`src/rtl/digit_serial_adder_pkg.sv`:
```
// Shared types and sizing helpers for the digit-serial adder.
package digit_serial_adder_pkg;

  typedef enum logic [1:0] {IDLE, BUSY, DONE} state_t;

  function automatic int num_digits(input int width, input int digit);
    return width / digit;
  endfunction

  // Counter must stay at least one bit wide even when a single digit covers the word.
  function automatic int cnt_width(input int width, input int digit);
    int n;
    n = width / digit;
    return (n > 1) ? $clog2(n) : 1;
  endfunction

endpackage

```
`src/rtl/digit_rca.sv`:
```
// One DIGIT-bit ripple slice using mux carry selection.
module digit_rca #(
  parameter int DIGIT = 4
) (
  input  logic [DIGIT-1:0] a,
  input  logic [DIGIT-1:0] b,
  input  logic             c_in,
  output logic [DIGIT-1:0] sum,
  output logic             c_out,
  output logic             c_msb_in
);

  logic [DIGIT:0] c;

  // Propagate selects the incoming carry; otherwise a_i == b_i is the generate/kill value.
  always_comb begin
    c   = '0;
    sum = '0;
    c[0] = c_in;
    for (int i = 0; i < DIGIT; i++) begin
      sum[i]   = a[i] ^ b[i] ^ c[i];
      c[i+1]   = (a[i] ^ b[i]) ? c[i] : a[i];
    end
  end

  assign c_out    = c[DIGIT];
  assign c_msb_in = c[DIGIT-1];

endmodule

```
`src/rtl/digit_serial_adder.sv`:
```
// Digit-serial adder: one DIGIT-bit slice per cycle, valid/ready on both sides.
module digit_serial_adder
  import digit_serial_adder_pkg::*;
#(
  parameter int WIDTH = 16,
  parameter int DIGIT = 4
) (
  input  logic             clk,
  input  logic             rst_n,
  input  logic             in_valid,
  output logic             in_ready,
  input  logic [WIDTH-1:0] a,
  input  logic [WIDTH-1:0] b,
  input  logic             c_in,
  output logic             out_valid,
  input  logic             out_ready,
  output logic [WIDTH-1:0] sum,
  output logic             c_out,
  output logic             overflow
);

  localparam int ND = num_digits(WIDTH, DIGIT);
  localparam int CW = cnt_width(WIDTH, DIGIT);
  localparam logic [CW-1:0] LAST = CW'(ND - 1);

  if (WIDTH % DIGIT != 0) begin : g_width_chk
    $error("digit_serial_adder: WIDTH must be a multiple of DIGIT");
  end

  state_t           state;
  logic [WIDTH-1:0] a_r, b_r;
  logic             carry_r;
  logic [CW-1:0]    cnt;
  logic [DIGIT-1:0] a_dig, b_dig, d_sum;
  logic             d_cout, d_cmsb;
  logic             accept;

  assign in_ready = (state == IDLE) || ((state == DONE) && out_ready);
  assign accept   = in_valid && in_ready;

  assign a_dig = a_r[int'(cnt)*DIGIT +: DIGIT];
  assign b_dig = b_r[int'(cnt)*DIGIT +: DIGIT];

  digit_rca #(.DIGIT(DIGIT)) u_rca (
    .a        (a_dig),
    .b        (b_dig),
    .c_in     (carry_r),
    .sum      (d_sum),
    .c_out    (d_cout),
    .c_msb_in (d_cmsb)
  );

  always_ff @(posedge clk or negedge rst_n) begin
    if (!rst_n) begin
      state     <= IDLE;
      out_valid <= 1'b0;
      a_r       <= '0;
      b_r       <= '0;
      carry_r   <= 1'b0;
      cnt       <= '0;
      sum       <= '0;
      c_out     <= 1'b0;
      overflow  <= 1'b0;
    end else begin
      case (state)
        IDLE, DONE: begin
          // DONE with out_ready releases the result; a pending input is taken on the same edge.
          if (accept) begin
            a_r       <= a;
            b_r       <= b;
            carry_r   <= c_in;
            cnt       <= '0;
            state     <= BUSY;
            out_valid <= 1'b0;
          end else if ((state == DONE) && out_ready) begin
            state     <= IDLE;
            out_valid <= 1'b0;
          end
        end
        BUSY: begin
          sum[int'(cnt)*DIGIT +: DIGIT] <= d_sum;
          carry_r <= d_cout;
          if (cnt == LAST) begin
            state     <= DONE;
            out_valid <= 1'b1;
            c_out     <= d_cout;
            overflow  <= d_cout ^ d_cmsb;
          end else begin
            cnt <= cnt + 1'b1;
          end
        end
        default: state <= IDLE;
      endcase
    end
  end

endmodule
```
`config.mk`:
```
export PLATFORM = sky130hd
export DESIGN_NAME = digit_serial_adder
export DESIGN_NICKNAME = d
export VERILOG_FILES = /design/src/rtl/digit_serial_adder_pkg.sv /design/src/rtl/digit_rca.sv /design/src/rtl/digit_serial_adder.sv
export SDC_FILE = /design/constraint.sdc
export NUM_CORES = 1
export LEC_CHECK = 0
export CAP_MARGIN = 20
export CORE_ASPECT_RATIO = 1.75
export CORE_MARGIN = 2
export CORE_UTILIZATION = 40
export DETAILED_ROUTE_END_ITERATION = 8
export GPL_TIMING_DRIVEN = 0
export MAX_ROUTING_LAYER = met4
export PLACE_DENSITY = 0.66
export SETUP_SLACK_MARGIN = 0.05
export SYNTH_ARGS = -nofsm -noshare
export SYNTH_HDL_FRONTEND = slang
export SYNTH_SLANG_ARGS = --single-unit
```
`constraint.sdc`:
```
create_clock -name clk -period 3 [get_ports clk]
set_input_delay 0.3 -clock clk [delete_from_list [all_inputs] [get_ports clk]]
set_output_delay 0.3 -clock clk [all_outputs]
set_load 0.02 [all_outputs]
```
* Word-level counts from Yosys, hierarchy flattened
Index checks and enable logic that the tools add are counted.
** Cells by class
- Add/sub/neg operators :: 2
- Eq/ne operators :: 7
- Multiplexer cells :: 18
- Bitwise gates (word level) :: 9
- Shifts and indexed selects :: 4
- Reductions and logical operators :: 12
** Operator list (number)
- $neg 4->33 :: 1
- $shift 4x33->16 const A :: 1
- $shiftx 4x33->16 :: 1
- $shiftx 16x5->4 :: 2
- $bwmux 16 :: 1
- $mux 2 :: 5
- $xor 1x1->1 :: 9
- $mux 1 :: 8
- $pmux 2 s2 :: 2
- $reduce_and 2->1 :: 4
- $ne 2x2->1 const B :: 3
- $reduce_and 3->1 :: 2
- $eq 2x2->1 const B :: 2
- $pmux 1 s2 :: 2
- $ne 3x3->1 const B :: 1
- $add 2x1->2 const B :: 1
- $eq 2x1->1 const B :: 1
- $logic_and 1x1->1 :: 2
- $logic_not 2->1 :: 1
- $reduce_bool 2->1 :: 1
- $reduce_or 2->1 :: 1
- $logic_or 1x1->1 :: 1
** Word-level totals
- Input port bits :: 37
- Output and inout bits :: 20
- Logic and storage cells :: 61
- Bits in registers :: 56

* Logic depth before layout (Yosys ltp)
- Depth in word-level cells :: 8
- Depth in mapped cells :: 7
- Gate-level depth less buffers :: 5

* By module
A second synthesis with hierarchy kept.
** Second synthesis, totals
- Cell total of the unflattened synthesis :: 174
- Area, all modules :: 2824.0 µm²
** Modules (own cells, without submodules)
- digit_serial_adder :: sequential area each 1401.3 µm², times used 1, cells an instance 160, area each 2682.6 µm²
- digit_rca :: sequential area each 0.0 µm², times used 1, cells an instance 14, area each 141.4 µm²

* Worst setup path after synthesis
Ideal clock, no wire load.
- Path type :: flip-flop to flip-flop
- Start point :: register cnt[0]
- End point :: register sum[11]
- Clock period less this slack :: 2242 ps
- Setup slack :: 758 ps
- Arrival time :: 2102 ps
- Cell stages (with the launch flop) :: 6
- Library setup time :: 140 ps
- Cells stage by stage :: dfrtp_1 -> mux4_2 -> maj3_2 -> maj3_2 -> a211oi_4 -> o31ai_1
** Between the ends
- Cells in the longest elaborated chain, start to end :: 8
- Elaborated cells on any way between the ends :: 17
- Those cells by class :: add/sub (1); shift (4); mux (4); bitwise (8)
** RTL lines
- start: declaration :: line digit_serial_adder.sv:33 : logic [CW-1:0] cnt;
- start signal: assignment :: line digit_serial_adder.sv:89 : cnt <= cnt + 1'b1;
- $shiftx 16x5->4 (on tied branches) :: line digit_serial_adder.sv:41, digit_serial_adder.sv:42
- $xor 1x1->1 :: line digit_rca.sv:21, digit_rca.sv:22
- $mux 1 (3 in a row) :: line digit_rca.sv:22 : c[i+1] = (a[i] ^ b[i]) ? c[i] : a[i];
- $xor 1x1->1 :: line digit_rca.sv:21 : sum[i] = a[i] ^ b[i] ^ c[i];
- $shiftx 4x33->16 :: line digit_serial_adder.sv:81 : sum[int'(cnt)*DIGIT +: DIGIT] <= d_sum;
- $bwmux 16 (*) :: line digit_serial_adder.sv:81
- end signal: indexed assignment :: line digit_serial_adder.sv:81
- end: declaration :: line digit_serial_adder.sv:17 : output logic [WIDTH-1:0] sum,
Mark *: on every way between the ends. The rest lies on a longest branch, timed or not.
A chain may end at the register's enable or synchronous reset.

* Worst setup path after layout
Same ends and word-level chain as after synthesis.

==> summary.md <==
| Metric | Value |
|---|---|
| Status | finished clean |
| Final setup margin | 511.5 ps |
| Num CTS Buffers | 5 |
| #FFs+latches synth | 56 |
| Synth Area per Inst | 12.87 um2 |
| CP startpoint | cnt[0]$_DFFE_PN0P_ |
| Worst EP required | 3150 ps |
| Syn_nets | 246 |
| Synth warn | 0 |
| Maxcap violations | 0 |
| Endpoints failing hold | 0 |
| Reg2reg path depth | 5 |
| P&R area growth vs syn | 32.23% |
| DR WL/cell | 14.62 um |
| Main combinational cell family by area after synthesis | multiplexers |
| DRT Pass-1 Iters | 4 |
| GPL Wtd Cong | 0.7750 |
| DRC violations left | 0 |
| Root Driver | clkbuf_16 |
| Post-synthesis sequential area ratio | 0.5364 |
| Post-synth EDFFs | 0 |
| Signal arrival time at the worst endpoint | 2640 ps |
| Max Clock Freq | 0.4019 GHz |
| Synth Area in XOR/XNOR | 0.02969 |
| RR Startpoint | cnt[0]$_DFFE_PN0P_ |
| Drt initial violations | 70 |
| H-tree lvl count | 2 |
| Placement Rows | 39 |
| Measured slew at the worst slew-check pin | 707.3 ps |
| Core ar. | 6441 um2 |
| Worst-path fanout max | 6 |
| Setup TNS | 0 ps |
| Cell Area, Synth | 2613 um2 |
| Worst-Skew Late Latency | 290 ps |
| Setup Fix Bufs, Post-CTS | 0 |
| R2R Path End | sum[11]$_DFFE_PN0P_ |
| Yosys top cell area share | 0.5364 |
| Maximum buffer depth of the clock tree | 2 |
| GRT Resource Usage Total | 0.1662 |
| Compound-Gate Fraction of Synth Area | 0.07854 |
| Most frequent cells in the layout | 56 x dfrtp_1, 55 x clkdlybuf4s50_1, 33 x mux2_2 |
| Fin nets | 310 |
| Synth area leader | dfrtp_1 |
| Post-CTS Resized | 0 |
| Hold crit path type | input pin to asynchronous set/reset pin |
| Number of global-route vias before repair | 1881 |
| CP endpoint kind | flip-flop |
| Initial core utilization | 0.4056 |
| FF-to-FF setup slack | 510 ps |
| Clock sink total | 56 |
| Vias per inst | 5.037 |
| Critical path class | flip-flop to flip-flop |
| Min Clock Period, post-route | 2488 ps |
| Synth cell types | 37 |
| Worst setup SP type | flip-flop |
| Hold-fix buffers at CTS | 0 |
| Final Util | 0.5363 |
| Endpoints failing setup | 0 |
| N_diodes | 0 |
| Layout cell share with drive strength beyond 1 | 0.2201 |
| Period utilization | 0.8295 |
| Total grt overflow | 0 |
| Adder-Cell Fraction of Synth Area | 0.03736 |
| Die Span Y | 110.9 um |
| Dpl cell area | 3291 um2 |
| Antenna Nets Post-Route | 0 |
| Global-route wire length before repair | 8832 um |
| Clk slew on worst S/H paths | 70 ps |
| Final Instance Area | 3455 um2 |
| DRT Wirelength | 5116 um |
| Area of the die | 7219 um2 |
| Worst Skew | 6.092 ps |
| Async S/R FF share, synth | 1.000 |
| Crit path to | sum[11]$_DFFE_PN0P_ |
| Detailed Place HPWL | 4079 um |
| Slew margin rel. | 0.5253 |
| Lkg Pwr | 1.416 nW |
| Input/output buffers | 56 |
| Largest cells by area after synthesis | dfrtp_1 54%, mux2_2 14%, mux4_2 6.9% |
| Prevailing post-synth register cell | dfrtp_1 |
| Unrepaired setup endpoints after global routing | no |
| Worst vdd ir | 634.4 uV |
| Syn Inst Count | 203 |
| Width of the chip | 65.09 um |
| Setup WS pre-CTS | 485.1 ps |
| Hold WS | 30.50 ps |
| Largest net degree at the start of global routing | 30 |
| Commonest non-fill, non-tap cell in the layout | dfrtp_1 |
| Final Max Tran Viols | 0 |
| Routed vias | 1763 |
| Top-Level Pins | 57 |
| Mux contribution to synthesized area | 0.2150 |
| Power Dens Cells | 1199 nW/um2 |
| Number of antenna violations at the first check in global routing | 0 |
| Post-synthesis simple-gate area fraction | 0.08669 |
| CTS tree | done |
[metrics by stage]
stage | power (mW) | cells
finish | 4.142 | 350
global route | 4.459 | 350
CTS | 4.200 | 350
detailed placement | 3.549 | 342
global placement | 3.498 | 341
floorplan | 2.872 | 203
[routing by layer]
layer,share of wire,track usage,vias to the layer above
met5,0,-,-
met4,0.022,0.06944,0
met3,0.029,0.02741,7
met2,0.58,0.2948,39
met1,0.37,0.1793,869
li1,-,-,848
[sequential cells by signal (all words and copies together) (netlist names)]
register and cells:
a_r 16, b_r 16, sum 16, cnt 2
state 2, c_out 1, carry_r 1, out_valid 1
overflow 1
[report_power, final]
| part | switching [mW] | internal [mW] | leakage [nW] |
|---|---|---|---|
| clock network | 0.256 | 0.393 | 0.0808 |
| logic | 1.18 | 1.04 | 0.642 |
| registers | 0.188 | 1.09 | 0.693 |
[synthesized netlist by cell type, drive strengths merged (2+ instances only)]
cell type / number
a211oi: 2
a311oi: 2
and2: 3
buf: 4
clkbuf: 3
dfrtp: 56
ha: 6
inv: 2
maj3: 2
mux2: 33
mux4: 8
nand2: 28
nand2b: 2
nor2: 5
nor2b: 3
o21ai: 18
o31ai: 5
or2: 2
or4b: 2
xnor2: 4
xor2: 4
[final cells by class]
type | instances | area [um2]
sequential | 56 | 1401
multi-input combinational | 137 | 1169
clock buffer | 6 | 128.9
timing repair buffer | 57 | 575.6
fill | 578 | 2987
inverter | 3 | 11.26
tap | 82 | 102.6
clock inverter | 2 | 35.03
buffer | 7 | 31.28
[kinds of logic (layout without fill, tap and decap cells)]
family                     Yosys count  count (layout)
DFF                                 56              56
and+or+nand+nor                     48              48
muxes                               42              42
AOI/OAI and AO/OA                   31              31
buffers and inverters               10              75
adders and majority gates            8               8
xor gates and xnor gates             8               8
[how the worst min path moves through the flow]
stage	depth (start not counted)	endpoint	start	slack [ps]
after global routing	1	b_r[2]$_DFFE_PN0P_	rst_n	80
after floorplan	0	a_r[0]$_DFFE_PN0P_	rst_n	4
final	1	a_r[7]$_DFFE_PN0P_	rst_n	30
after CTS	1	a_r[7]$_DFFE_PN0P_	rst_n	50
after global placement	2	sum[5]$_DFFE_PN0P_	sum[5]$_DFFE_PN0P_	460
after detailed placement	1	c_out$_DFFE_PN0P_	rst_n	360
[worst max-delay path, cell delays in order, from the launching register on]
cell,delay [ps]
dfrtp_1,520
mux4_2,600
maj3_2,370
maj3_2,390
a211oi_4,340
o31ai_1,130
(Power assumes the default switching activity.)
